===== src/rtl/spi_ram_arb_pkg.sv =====
// -----------------------------------------------------------------------------
// spi_ram_arb_pkg
// Shared definitions for the two-requester SPI RAM arbiter:
//   - default width/timeout constants
//   - RAM command control codes (top two bits of ram_din)
//   - FSM state encoding
// -----------------------------------------------------------------------------
package spi_ram_arb_pkg;

   localparam int DEF_ADDR_SIZE      = 8;
   localparam int DEF_MEM_WIDTH      = 8;
   localparam int DEF_TIMEOUT_CYCLES = 15;

   typedef enum logic [1:0] {
      WR_ADDR = 2'b00,
      WR_DATA = 2'b01,
      RD_ADDR = 2'b10,
      RD_DATA = 2'b11
   } ctrl_e;

   typedef enum logic [1:0] {
      S_IDLE    = 2'd0,
      S_ADDR    = 2'd1,
      S_DATA    = 2'd2,
      S_WAIT_RD = 2'd3
   } state_e;

endpackage


===== src/rtl/rr_arbiter_2.sv =====
// -----------------------------------------------------------------------------
// rr_arbiter_2
// Two-way round-robin selector. Holds the index of the requester granted
// last; when both request, the other one wins. After reset the pointer
// says "requester 1 was last", so requester 0 has priority.
// Ports:
//   clk, rst_n    clock, async active-low reset
//   req_i[1:0]    live request lines
//   gnt_valid_i   a grant is being issued this cycle (pointer update strobe)
//   gnt_idx_i     index of the requester being granted
//   any_o         at least one request is present
//   winner_o      index of the selected requester (valid when any_o)
// -----------------------------------------------------------------------------
module rr_arbiter_2
   import spi_ram_arb_pkg::*;
(
   input  logic       clk,
   input  logic       rst_n,
   input  logic [1:0] req_i,
   input  logic       gnt_valid_i,
   input  logic       gnt_idx_i,
   output logic       any_o,
   output logic       winner_o
);

   logic last_q, last_d;

   always_comb begin
      last_d = last_q;
      if (gnt_valid_i) begin
         last_d = gnt_idx_i;
      end
   end

   always_ff @(posedge clk or negedge rst_n) begin
      if (!rst_n) begin
         last_q <= 1'b1;
      end else begin
         last_q <= last_d;
      end
   end

   always_comb begin
      any_o    = |req_i;
      winner_o = 1'b0;
      case (req_i)
         2'b01:   winner_o = 1'b0;
         2'b10:   winner_o = 1'b1;
         2'b11:   winner_o = ~last_q;
         default: winner_o = 1'b0;
      endcase
   end

endmodule


===== src/rtl/spi_ram_arbiter.sv =====
// -----------------------------------------------------------------------------
// spi_ram_arbiter
// Arbitrates two requesters onto a single serial-RAM command port. Each
// access is two command beats: an address beat then a data beat
// (ram_din = {ctrl[1:0], payload}). Writes complete in the cycle after the
// data beat; reads wait for ram_tx_valid and return ram_dout on rdata.
//
// Handshake: a requester raises req with we/addr/wdata and holds them until
// it sees its one-cycle gnt pulse. done pulses once per access, one-hot by
// requester. If req is still high when the FSM is back in IDLE it is a new
// request.
//
// Optional feature: define SPI_RAM_ARB_TIMEOUT_EN to abandon a read after
// TIMEOUT_CYCLES waiting edges; done and err then pulse together, rdata=0.
// Without it err is tied low and a read waits indefinitely.
//
// Ports:
//   clk, rst_n        clock, async active-low reset
//   req/req_we        per-requester request and write(1)/read(0)
//   req_addr/wdata    per-requester address and write data
//   gnt, done         one-hot grant / completion pulses
//   rdata, err        read data (held), timeout flag
//   ram_din           RAM command, ram_rx_valid its strobe
//   ram_dout          RAM read data, ram_tx_valid its strobe
//   dbg_state_o       current FSM state for observation
// -----------------------------------------------------------------------------
module spi_ram_arbiter
   import spi_ram_arb_pkg::*;
#(
   parameter int ADDR_SIZE      = DEF_ADDR_SIZE,
   parameter int MEM_WIDTH      = DEF_MEM_WIDTH,
   parameter int TIMEOUT_CYCLES = DEF_TIMEOUT_CYCLES
) (
   input  logic                                clk,
   input  logic                                rst_n,
   input  logic [1:0]                          req,
   input  logic [1:0]                          req_we,
   input  logic [1:0][ADDR_SIZE-1:0]           req_addr,
   input  logic [1:0][MEM_WIDTH-1:0]           req_wdata,
   output logic [1:0]                          gnt,
   output logic [1:0]                          done,
   output logic [MEM_WIDTH-1:0]                rdata,
   output logic                                err,
   output logic [MEM_WIDTH+1:0]                ram_din,
   output logic                                ram_rx_valid,
   input  logic [MEM_WIDTH-1:0]                ram_dout,
   input  logic                                ram_tx_valid,
   output logic [1:0]                          dbg_state_o
);

   localparam logic [1:0] IDLE    = S_IDLE;
   localparam logic [1:0] ADDR    = S_ADDR;
   localparam logic [1:0] DATA    = S_DATA;
   localparam logic [1:0] WAIT_RD = S_WAIT_RD;

   logic [1:0]           state_q, state_d;
   logic                 winner_q, winner_d;
   logic                 we_q, we_d;
   logic [ADDR_SIZE-1:0] addr_q, addr_d;
   logic [MEM_WIDTH-1:0] wdata_q, wdata_d;
   logic [1:0]           done_q, done_d;
   logic [MEM_WIDTH-1:0] rdata_q, rdata_d;
   logic                 err_q, err_d;
   logic                 arb_any, arb_winner;
   logic [1:0]           winner_oh;
   logic                 timeout_hit;
   logic [1:0]           ctrl;

   assign winner_oh = winner_q ? 2'b10 : 2'b01;

   // The pointer moves when the grant is actually presented (ADDR cycle).
   rr_arbiter_2 u_rr (
      .clk         (clk),
      .rst_n       (rst_n),
      .req_i       (req),
      .gnt_valid_i (state_q == ADDR),
      .gnt_idx_i   (winner_q),
      .any_o       (arb_any),
      .winner_o    (arb_winner)
   );

`ifdef SPI_RAM_ARB_TIMEOUT_EN
   localparam int CNT_W = $clog2(TIMEOUT_CYCLES + 1);
   logic [CNT_W-1:0] cnt_q, cnt_d;

   // Counts waiting edges; the TIMEOUT_CYCLES-th edge without data fires.
   assign timeout_hit = (state_q == WAIT_RD) && !ram_tx_valid &&
                        (cnt_q == CNT_W'(TIMEOUT_CYCLES - 1));

   always_comb begin
      cnt_d = '0;
      if ((state_q == WAIT_RD) && !ram_tx_valid && !timeout_hit) begin
         cnt_d = cnt_q + 1'b1;
      end
   end

   always_ff @(posedge clk or negedge rst_n) begin
      if (!rst_n) begin
         cnt_q <= '0;
      end else begin
         cnt_q <= cnt_d;
      end
   end
`else
   assign timeout_hit = 1'b0;
`endif

   always_comb begin
      state_d  = state_q;
      winner_d = winner_q;
      we_d     = we_q;
      addr_d   = addr_q;
      wdata_d  = wdata_q;
      done_d   = 2'b00;
      rdata_d  = rdata_q;
      err_d    = 1'b0;
      case (state_q)
         IDLE: begin
            if (arb_any) begin
               winner_d = arb_winner;
               we_d     = req_we[arb_winner];
               addr_d   = req_addr[arb_winner];
               wdata_d  = req_wdata[arb_winner];
               state_d  = ADDR;
            end
         end
         ADDR: state_d = DATA;
         DATA: begin
            if (we_q) begin
               done_d  = winner_oh;
               state_d = IDLE;
            end else begin
               state_d = WAIT_RD;
            end
         end
         WAIT_RD: begin
            if (ram_tx_valid) begin
               rdata_d = ram_dout;
               done_d  = winner_oh;
               state_d = IDLE;
            end else if (timeout_hit) begin
               rdata_d = '0;
               done_d  = winner_oh;
               err_d   = 1'b1;
               state_d = IDLE;
            end
         end
         default: state_d = IDLE;
      endcase
   end

   always_ff @(posedge clk or negedge rst_n) begin
      if (!rst_n) begin
         state_q  <= IDLE;
         winner_q <= 1'b0;
         we_q     <= 1'b0;
         addr_q   <= '0;
         wdata_q  <= '0;
         done_q   <= 2'b00;
         rdata_q  <= '0;
         err_q    <= 1'b0;
      end else begin
         state_q  <= state_d;
         winner_q <= winner_d;
         we_q     <= we_d;
         addr_q   <= addr_d;
         wdata_q  <= wdata_d;
         done_q   <= done_d;
         rdata_q  <= rdata_d;
         err_q    <= err_d;
      end
   end

   // Command beats are a pure decode of registered state, so they drop to
   // zero as soon as reset asserts.
   always_comb begin
      gnt          = 2'b00;
      ram_rx_valid = 1'b0;
      ram_din      = '0;
      ctrl         = WR_ADDR;
      case (state_q)
         ADDR: begin
            gnt          = winner_oh;
            ram_rx_valid = 1'b1;
            ctrl         = we_q ? WR_ADDR : RD_ADDR;
            ram_din      = {ctrl, MEM_WIDTH'(addr_q)};
         end
         DATA: begin
            ram_rx_valid = 1'b1;
            ctrl         = we_q ? WR_DATA : RD_DATA;
            ram_din      = {ctrl, (we_q ? wdata_q : {MEM_WIDTH{1'b0}})};
         end
         default: begin
            gnt = 2'b00;
         end
      endcase
   end

   assign done        = done_q;
   assign rdata       = rdata_q;
   assign err         = err_q;
   assign dbg_state_o = state_q;

endmodule

===== config.mk =====
export PLATFORM = sky130hd
export DESIGN_NAME = spi_ram_arbiter
export DESIGN_NICKNAME = d
export VERILOG_FILES = /design/src/rtl/spi_ram_arb_pkg.sv /design/src/rtl/rr_arbiter_2.sv /design/src/rtl/spi_ram_arbiter.sv
export SDC_FILE = /design/constraint.sdc
export NUM_CORES = 1
export LEC_CHECK = 0
export BUFFER_PORTS_ARGS = -buffer_cell sky130_fd_sc_hd__buf_2
export CAP_MARGIN = 25
export CORE_ASPECT_RATIO = 0.6
export CORE_UTILIZATION = 27
export DETAILED_ROUTE_END_ITERATION = 8
export PLACE_DENSITY = 0.51
export SLEW_MARGIN = 0
export SYNTH_ARGS = -nofsm -noshare
export SYNTH_HDL_FRONTEND = slang
export SYNTH_SLANG_ARGS = --single-unit
export TNS_END_PERCENT = 30

===== constraint.sdc =====
create_clock -name clk -period 3.1 [get_ports clk]
set_input_delay 0.155 -clock clk [delete_from_list [all_inputs] [get_ports clk]]
set_output_delay 0.155 -clock clk [all_outputs]
set_load 0.005 [all_outputs]

* Word level (Yosys, flattened, before mapping) *
Index checks and enable logic that the tools add are counted.

word-level totals
  bits of input ports = 47
  flip-flop bits (word level) = 31
  bits in latches = 0
  memories = 0
  output and inout port bits = 26
  memory bits (read-only) = 0
  word-level logic and storage cells = 44
  RAM bits = 0

operators by class
  eq/ne operators = 7
  $add $sub $neg = 0
  reductions and logical operators = 6
  mux-type cells = 21
  bitwise gates (word level) = 1
  divide/modulo/power cells = 0
  shifts and indexed selects = 0
  magnitude comparators = 1
  multiply operators = 0

operators by type and width
  cell                  number
  $mux W8               5
  $pmux W10 S2          1
  $mux W2               9
  $eq A2 B2 Y1 const B  4
  $pmux W2 S4           1
  $reduce_and A2 Y1     3
  $ne A2 B2 Y1 const B  2
  $pmux W2 S2           1
  $reduce_or A2 Y1      2
  $mux W1               3
  $eq A2 B1 Y1 const B  1
  $logic_not A2 Y1      1
  $lt A1 B2 Y1 const B  1
  $pmux W1 S2           1
  $not A1 Y1            1

* Logic depth before layout (Yosys ltp) *
Gate-level depths: netlist (run 1).

  depth after elaboration = 4
  gate-level depth with buffers = 7
  mapped depth without buffers = 5

* Modules after synthesis *
A second synthesis (run 1) with hierarchy kept.

second synthesis, totals
  cells, all modules = 149
  area, all modules = 1647.8 µm²

modules (own cells, without submodules)
  module           times used  area an instance (µm²)  seq. area each (µm²)  cells an instance
  spi_ram_arbiter  1           1592.8                  750.7                 145
  rr_arbiter_2     1           55.1                    26.3                  4

* Least setup slack after synthesis (run 1) *
OpenSTA, ideal clock, no wires.

  path type = register -> register
  start point = register state_q[0], in the netlist dbg_state_o[0]
  end point = register state_q[0], in the netlist dbg_state_o[0]
  cell stages (with the launch flop) = 6
  buffers on the path = 0
  path slack = 1643 ps
  data required time = 2975 ps
  period minus slack after synthesis = 1457 ps
  library setup time = 125 ps
  arrival = 1332 ps
  path through = dfrtp_1 -> inv_1 -> ha_1 -> nor3b_1 -> nor2_1 -> mux2_2

between the ends
  word-level cells in the longest chain between the ends = 3
  elaborated cells between the ends (all ways) = 8
  those cells by class = eq/ne (5); mux (1); reduce/logical (2)

RTL lines
  element                                                  RTL line                text
  from (decl)                                              spi_ram_arbiter.sv:56   logic [1:0] state_q, state_d;
  from (signal assigned)                                   spi_ram_arbiter.sv:163  state_q <= state_d;
  $eq A2 B2 Y1 / $logic_not A2 Y1 (equally long branches)  spi_ram_arbiter.sv:117  case (state_q)
  $ne A2 B2 Y1 (no line)                                   --
  $reduce_and A2 Y1 (no line)                              --

Several ways; a longest one is shown, not always the timed one.
A chain may end at the register's enable or synchronous reset.

* Final worst setup path (run 1) *
  start point = register state_q[0], in the netlist dbg_state_o[0]
  end point = output port ram_din[4]

between the ends
  word-level cells in the longest chain between the ends = 2
  elaborated cells between the ends (all ways) = 3
  those cells by class = eq/ne (2); mux (1)

RTL lines
  element                                              RTL line                text
  $eq A2 B2 Y1 / $eq A2 B1 Y1 (equally long branches)  spi_ram_arbiter.sv:181  case (state_q)
  $pmux W10 S2 (*)                                     spi_ram_arbiter.sv:181
  to (decl)                                            spi_ram_arbiter.sv:44   output logic [MEM_WIDTH+1:0] ram_din,

Mark *: on every way between the ends. The rest lies on a longest branch, timed or not.

==> run summary, run 1 <==
Die H: 62.0 µm
WP buf/inv: 2
Global Route Usage Sum: 13.7%
area leader, netlist: dfrtp_1
kind of cell adding the most delay to the critical path: simple AND/OR/NAND/NOR gates
Clock Power Share: 17.3%
cell count after synthesis: 166
Setup crit end kind: output port
Area growth syn-to-layout: 29.8%
num rows: 21
Tightest Pin Transition: 696 ps
Hold Crit Class: input port to flip-flop
Synth area leaders: dfrtp_1 46%, nand2_1 8.3%, a31oi_1 7.0%
crit share post-route: 65.4%
Die W: 102 µm
Synth Net Count: 219
CTS root buffer: clkbuf_8
DRC viols: 0
setup tns final: 0 ps
clock buffer depth: 2
predominant post-synthesis flop cell: dfrtp_1
CORE AREA: 5680 µm²
Syn Area/Cell: 9.75 µm²
Vias: 1392
ANT nets after route: 0
Post-Route WL: 4230 µm
post-synthesis cell type count: 25
layout filler cell count: 597
starting density of the core: 28.5%
status: completed
sequential area share after synthesis: 48.0%
remaining global-route overflow: 0
Post-synth EDFFs: 0
combinational group share of total power: 46.0%
die area: 6320 µm²
Sequential Area: 777 µm²
first-iteration detailed-routing DRC count: 56
Antenna Cells: 0
Setup Viol. Count Final: 0
synthesized area: 1620 µm²
initial antenna violation count: 0
worst skew pair latency: 280 ps
Slew Viols, Final: 0
Slew HR: 53.6%
Leak: 1.03 nW
multi-input logic area: 741 µm²
largest net degree at the start of global routing: 36
WS Path Type: flip-flop to output port
most common cell in the netlist: nand2_1
Max stage delay on crit path: 430 ps
Sw Pwr: 0.000746 W
# IOs: 73
gpl congestion: 0.741
share of post-route cells with drive strength above 1: 38.4%
CP required: 2940 ps
crit-path max FO: 8
# nets final: 289
Startpoint Class: flip-flop
Setup WS post-layout: 1070 ps
PwrDens: 954 nW/µm²
fin util: 37.0%
first-pass GRT wire length: 6160 µm
clk sink count: 31
Via density: 4.39
post-synth top area share: 46.4%
Max IR drop VDD: 332 µV
Fin. Hold Viols: 0
hpwl dp: 3030 µm
f_max: 493 MHz
Clock transition at path regs: 60 ps
RSZ-0062 raised after global routing: false
post-route cell area: 2100 µm²
vias in the first global route: 1259
Final Critical Period: 2030 ps
placed inst area: 1990 µm²
Post-synth ARST share: 100%
yosys synthesis warning count: 0
Sw Ratio: 37.2%
Cell Chain, Critical Path: inv_1, ha_1, and2_1, a22oi_1, nor2b_1, buf_2
CTS tree: done
routed len/inst: 13.3 µm
max-cap violation count: 0
Setup Skew: 3.23 ps
first drt pass iteration count: 5
CTS H-tree depth: 2
pre-CTS WS: 1280 ps
most frequent cells after synthesis: 36 x nand2_1, 30 x dfrtp_1, 19 x nor2_1
CP max stage cell: dfrtp_1
FF+latch count, synth: 31
CTS Buf Count: 5
Sequential Power Share: 36.7%
P_int: 0.00126 W
power consumption: 0.00201 W
Worst Path Arrival: 1870 ps
buffers added on ports: 71
flip-flops by register name, indices dropped and copies added (netlist names):
register and count:
addr_q 8, dbg_state_o 2, done 2, rdata 8
u_rr.last_q 1, wdata_q 8, we_q 1, winner_q 1
layer usage:
metal / vias to the layer above / track usage, % / routed length [µm]
met5: - / 0 / 0
met4: 0 / 4.90 / 31
met3: 4 / 4.81 / 302
met2: 63 / 17.6 / 1510
met1: 622 / 20.5 / 2390
li1: 703 / - / -
metrics by stage:
stage	instances	hold WS [ps]
4_1_cts	317	99.9
6_report	317	108
5_1_grt	317	102
2_1_floorplan	166	-141
3_5_place_dp	308	248
3_3_place_gp	308	246
worst reg2reg max path: stages, from the launching register on:
cell and delay [ps]:
dfrtp_1 430, inv_1 180, ha_1 260, nor3b_1 470, nor2_1 150, mux2_2 300
path summary, 6_finish.rpt:
path | startpoint | to | slack, ps | cells past startpoint
max | dbg_state_o[0]$_DFFE_PN0P_ | ram_din[4] | 1070 | 6
min | ram_dout[4] | rdata[4]$_DFFE_PN0P_ | 110 | 2
max reg2reg | dbg_state_o[0]$_DFFE_PN0P_ | dbg_state_o[0]$_DFFE_PN0P_ | 1190 | 5
min reg2reg | rdata[4]$_DFFE_PN0P_ | rdata[4]$_DFFE_PN0P_ | 500 | 1
max in group asynchronous | rst_n | wdata_q[4]$_DFFE_PN0P_ | 2200 | 2
min in group asynchronous | rst_n | rdata[1]$_DFFE_PN0P_ | 450 | 2
area by class of cell:
type                       count  share of cell area (%)
timing repair buffer          73                    17.7
tap                           80                    4.76
sequential                    31                    37.0
inverter                       3                   0.536
multi-input combinational    122                    35.2
clock buffer                   8                    4.76
cells in the final DEF (no fill, tap or decap), drive strengths merged:
| master | count |
|---|---|
| buf | 72 |
| nand2 | 36 |
| dfrtp | 30 |
| nor2 | 19 |
| a31oi | 18 |
| nor2b | 10 |
| mux2 | 10 |
| a22oi | 8 |
| clkbuf | 8 |
| ha | 6 |
| inv | 3 |
| and2 | 2 |
| a21oi | 2 |
| nor3b | 2 |
| nand2b | 2 |
| o211ai | 1 |
| a21bo | 1 |
| o21a | 1 |
| a21boi | 1 |
| o31a | 1 |
| o21ai | 1 |
| conb | 1 |
| dlygate4sd3 | 1 |
| dfstp | 1 |
power groups by stage:
| stage | Sequential, W | Combinational, W | Clock, W |
|---|---|---|---|
| 2_1_floorplan | 0.000727 | 0.000637 | 0 |
| 3_3_place_gp | 0.000749 | 0.000928 | 0 |
| 3_5_place_dp | 0.000744 | 0.000929 | 0 |
| 4_1_cts | 0.000738 | 0.000933 | 0.000360 |
| 5_1_grt | 0.000762 | 0.00104 | 0.000375 |
| 6_report | 0.000737 | 0.000922 | 0.000347 |
kinds of logic (layout without fill, tap and decap cells):
| family | count (synthesis) | in the layout | synth area share (%) |
|---|---|---|---|
| DFF | 31 | 31 | 48.0 |
| buffers and inverters | 13 | 84 | 6.26 |
| other | 1 | 1 | 0.232 |
| adders and majority gates | 6 | 6 | 4.64 |
| AOI/OAI and AO/OA | 34 | 34 | 14.8 |
| and+or+nand+nor | 71 | 71 | 19.1 |
| muxes | 10 | 10 | 6.96 |
timing repair:
item,in CTS,in global routing
buffers inserted,0,0
hold buffers,1,0
endpoints found under the hold margin,30,0
resized for setup,0,0
Power figures use the tool's default switching activity.
==> run 2: changes to the inputs <==
==> constraint.sdc (replaced) <==
create_clock -name clk -period 2.1 [get_ports clk]
set_input_delay 0.105 -clock clk [delete_from_list [all_inputs] [get_ports clk]]
set_output_delay 0.105 -clock clk [all_outputs]
set_load 0.005 [all_outputs]
==> run summary, run 2 (synthesis results as in run 1) <==
setup tns final: 0 ps
post-route cell area: 2130 µm²
CP required: 2000 ps
Setup crit end kind: output port
crit share post-route: 92.2%
kind of cell adding the most delay to the critical path: adder cells
Slew Viols, Final: 0
RSZ-0062 raised after global routing: false
initial antenna violation count: 0
remaining global-route overflow: 0
CTS Buf Count: 5
f_max: 517 MHz
status: completed
PwrDens: 1440 nW/µm²
Hold WS: 55.4 ps
# nets final: 290
CP max stage cell: ha_1
most frequent cells in the layout: 71 x buf_2, 36 x nand2_1, 30 x dfrtp_1
vias in the first global route: 1276
Die W: 102 µm
Fin. Hold Viols: 0
Startpoint Class: flip-flop
WP buf/inv: 2
CTS root buffer: clkbuf_8
routed len/inst: 13.3 µm
placed inst area: 2000 µm²
clock buffer depth: 2
CTS tree: done
Vias: 1379
combinational group share of total power: 44.6%
Via density: 4.34
Sequential Power Share: 35.6%
Clock Power Share: 19.8%
Antenna Cells: 0
metal3 WL: 243 µm
worst skew pair latency: 280 ps
Setup Skew: 6.59 ps
Max IR drop VDD: 349 µV
Slew HR: 53.6%
Leak: 1.04 nW
max-cap violation count: 0
num rows: 21
hpwl dp: 3130 µm
Global Route Usage Sum: 14.5%
fin util: 37.5%
Metal-1 WL: 2270 µm
first-pass GRT wire length: 6540 µm
# IOs: 73
Max stage delay on crit path: 470 ps
Area growth syn-to-layout: 31.5%
first-iteration detailed-routing DRC count: 59
Hold Crit Class: input port to flip-flop
first drt pass iteration count: 4
CORE AREA: 5680 µm²
Setup Viol. Count Final: 0
Sw Ratio: 36.2%
starting density of the core: 28.5%
commonest non-fill, non-tap cell in the layout: buf_2
CTS H-tree depth: 2
non-filler instance count after layout: 318
Sw Pwr: 0.00111 W
clk sink count: 31
WS Path Type: flip-flop to output port
FF-to-FF setup slack: 490 ps
gpl congestion: 0.724
DRC viols: 0
Post CTS Setup Buffer Count: 0
Post-Route WL: 4230 µm
met2 wire length: 1690 µm
Cell Chain, Critical Path: inv_1, ha_1, a22oi_1, nor2b_1, buf_2
placed insts: 309
Final Critical Period: 1940 ps
ANT nets after route: 0
crit-path max FO: 12
max layer used: met4
largest net degree at the start of global routing: 32
Worst Path Arrival: 1830 ps
layout filler cell count: 618
Clock transition at path regs: 70 ps
die area: 6320 µm²
Tightest Pin Transition: 697 ps
share of post-route cells with drive strength above 1: 39.5%
P_int: 0.00196 W
Die H: 62.0 µm
buffers added on ports: 71
[run 2: changes by cell type in the layout (fill, tap and decap cells not counted), sizes merged]
| cell | change |
|---|---|
| clkinv | +1 |
| bufinv | +1 |
| clkbuf | -2 |
| buf | +1 |
[run 2: power groups by stage]
stage / combinational (W) / sequential, W / clock (W)
2_1_floorplan: 0.000940 / 0.00107 / 0
3_3_place_gp: 0.00138 / 0.00110 / 0
3_5_place_dp: 0.00138 / 0.00110 / 0
4_1_cts: 0.00139 / 0.00109 / 0.000629
5_1_grt: 0.00158 / 0.00114 / 0.000656
6_report: 0.00137 / 0.00109 / 0.000609
[run 2: final cells by class]
type	instances	area, µm²	area share (%)
Clock buffer	6	82.6	3.88
Clock inverter	2	35.0	1.65
Inverter	3	11.3	0.529
Multi-Input combinational cell	122	742	34.9
Sequential cell	31	777	36.5
Tap cell	80	100	4.70
Timing Repair Buffer	74	380	17.9
[run 2: final timing paths]
path,endpoint,start,depth (start not counted)
setup reg to reg,dbg_state_o[0]$_DFFE_PN0P_,dbg_state_o[0]$_DFFE_PN0P_,5
setup / recovery,ram_din[4],dbg_state_o[1]$_DFFE_PN0P_,5
hold / removal,rdata[4]$_DFFE_PN0P_,ram_dout[4],2
min in group asynchronous,rdata[1]$_DFFE_PN0P_,rst_n,2
hold reg to reg,rdata[5]$_DFFE_PN0P_,rdata[5]$_DFFE_PN0P_,1
max in group asynchronous,wdata_q[3]$_DFFE_PN0P_,rst_n,2
[run 2: routing by layer]
metal / vias up / track usage [%]
met3: 4 / 4.36
met2: 56 / 20.3
met5: - / 0
met4: 0 / 4.90
met1: 618 / 21.1
li1: 701 / -
[run 2: through the flow]
| stage | power, W | setup slack (ps) |
|---|---|---|
| floorplan | 0.00201 | 643 |
| global placement | 0.00248 | 505 |
| detailed placement | 0.00249 | 460 |
| CTS | 0.00311 | 136 |
| global route | 0.00337 | 8.08 |
| finish | 0.00307 | 164 |
[run 2: worst reg2reg max path, delay by kind of cell (launching register included)]
family,cells,cell delay [ps]
mux,1,280
fa+ha+maj,1,230
buf+inv,1,180
flops,1,420
simple gates,2,400
[run 2: what timing repair did]
action                     in CTS  in global routing
hold endpoints to repair       30                  0
resized for setup               0                  1
hold buffers                    1                  0
setup endpoints to repair       0                  2
==> run 3: changes to the inputs <==
--- a/config.mk
+++ b/config.mk
@@ -7,10 +7,9 @@
 export LEC_CHECK = 0
 export BUFFER_PORTS_ARGS = -buffer_cell sky130_fd_sc_hd__buf_2
 export CAP_MARGIN = 25
-export CORE_ASPECT_RATIO = 0.6
 export CORE_UTILIZATION = 27
 export DETAILED_ROUTE_END_ITERATION = 8
-export PLACE_DENSITY = 0.51
+export PLACE_DENSITY = 0.63
 export SLEW_MARGIN = 0
 export SYNTH_ARGS = -nofsm -noshare
 export SYNTH_HDL_FRONTEND = slang
==> run summary, run 3 (synthesis results as in run 1) <==
post-CTS resize count: 0
crit share post-route: 91.9%
Slew HR: 54.0%
Slew Viols, Final: 0
Leak: 1.03 nW
routed len/inst: 12.7 µm
WP buf/inv: 2
clock buffer depth: 2
power consumption: 0.00296 W
Post-Route WL: 3930 µm
Startpoint Class: flip-flop
worst skew pair latency: 280 ps
Setup Skew: 3.49 ps
f_max: 518 MHz
initial antenna violation count: 0
Max stage delay on crit path: 470 ps
remaining global-route overflow: 0
crit-path max FO: 12
Via density: 4.45
max-cap violation count: 0
hpwl dp: 2860 µm
clk sink count: 31
CTS tree: done
setup tns final: 0 ps
Final Critical Period: 1930 ps
RSZ-0062 raised after global routing: false
Antenna Cells: 0
Vias: 1380
Clock transition at path regs: 60 ps
Area growth syn-to-layout: 29.7%
Setup crit end kind: output port
# IOs: 73
CTS root buffer: clkbuf_8
Die H: 79.4 µm
Post CTS Setup Buffer Count: 0
Cell Chain, Critical Path: inv_1, ha_1, a22oi_1, nor2b_1, buf_2
Die W: 79.4 µm
DRC viols: 0
commonest non-fill, non-tap cell in the layout: buf_2
num rows: 27
CP max stage cell: ha_1
most frequent cells in the layout: 71 x buf_2, 36 x nand2_1, 30 x dfrtp_1
first-pass GRT wire length: 6480 µm
Tightest Pin Transition: 690 ps
vias in the first global route: 1349
starting density of the core: 28.7%
share of post-route cells with drive strength above 1: 38.7%
first drt pass iteration count: 4
Setup Viol. Count Final: 0
Worst Path Arrival: 1830 ps
ANT nets after route: 0
PwrDens: 1410 nW/µm²
largest net degree at the start of global routing: 32
kind of cell adding the most delay to the critical path: adder cells
Fin. Hold Viols: 0
buffers added on ports: 71
first-iteration detailed-routing DRC count: 81
Max IR drop VDD: 525 µV
status: completed
Global Route Usage Sum: 13.6%
WS Path Type: flip-flop to output port
Hold Crit Class: input port to flip-flop
FF-to-FF setup slack: 490 ps
gpl congestion: 0.745
die area: 6310 µm²
CTS H-tree depth: 2
CORE AREA: 5640 µm²
# nets final: 290
CP required: 2000 ps
CTS Buf Count: 5
run 3: cell count changes in the layout (fill, tap and decap cells not counted):
cell and change:
and2_1 +1, and2_2 -1, bufinv_16 -1, clkbuf_1 +1, clkbuf_8 +1, clkinv_2 -1
run 3: metrics by stage:
stage          area (µm²)  utilization (%)  cells  hold WS (ps)  worst slack [ps]
2_1_floorplan        1620                -    166          -191               643
6_report             2100             37.2    310          60.7               170
5_1_grt              2100             37.2    310          46.4              11.2
3_5_place_dp         1990             35.3    301           191               454
3_3_place_gp         1990             35.3    301           187               507
4_1_cts              2100             37.2    310          50.2               145
run 3: final cells by class:
class	instances	area (µm²)
Inverter	3	11.3
Timing Repair Buffer	74	380
Clock buffer	8	100
Tap cell	72	90.1
Multi-Input combinational cell	122	741
Sequential cell	31	777
Fill cell	588	3540
run 3: layer usage:
metal  part of all wire [%]  GRT usage [%]
met2                     45           21.6
met3                    6.0           3.77
met4                    1.2           5.45
met5                      0              0
met1                     47           17.4
run 3: power breakdown:
group	internal, W	switching (W)
sequential	0.000905	0.000183
clock	0.000299	0.000205
combinational	0.000669	0.000696
run 3: path summary, 6_finish.rpt:
| check | from | to | cells past startpoint |
|---|---|---|---|
| min reg2reg | rdata[0]$_DFFE_PN0P_ | rdata[0]$_DFFE_PN0P_ | 1 |
| max in group asynchronous | rst_n | wdata_q[2]$_DFFE_PN0P_ | 2 |
| max reg2reg | dbg_state_o[1]$_DFFE_PN0P_ | dbg_state_o[0]$_DFFE_PN0P_ | 5 |
| max | dbg_state_o[1]$_DFFE_PN0P_ | ram_din[1] | 5 |
| min | ram_dout[0] | rdata[0]$_DFFE_PN0P_ | 2 |
| min in group asynchronous | rst_n | addr_q[6]$_DFFE_PN0P_ | 2 |
run 3: what timing repair did:
item | CTS | global route
hold buffers | 1 | 0
hold endpoints to repair | 30 | 0
endpoints found under the setup margin | 0 | 0
run 3: worst reg2reg max path: cells and delay by family (launching register included):
kind / cells / cell delay [ps]
muxes: 1 / 280
DFF: 1 / 440
adders and majority gates: 1 / 210
buffers and inverters: 1 / 150
and+or+nand+nor: 2 / 410
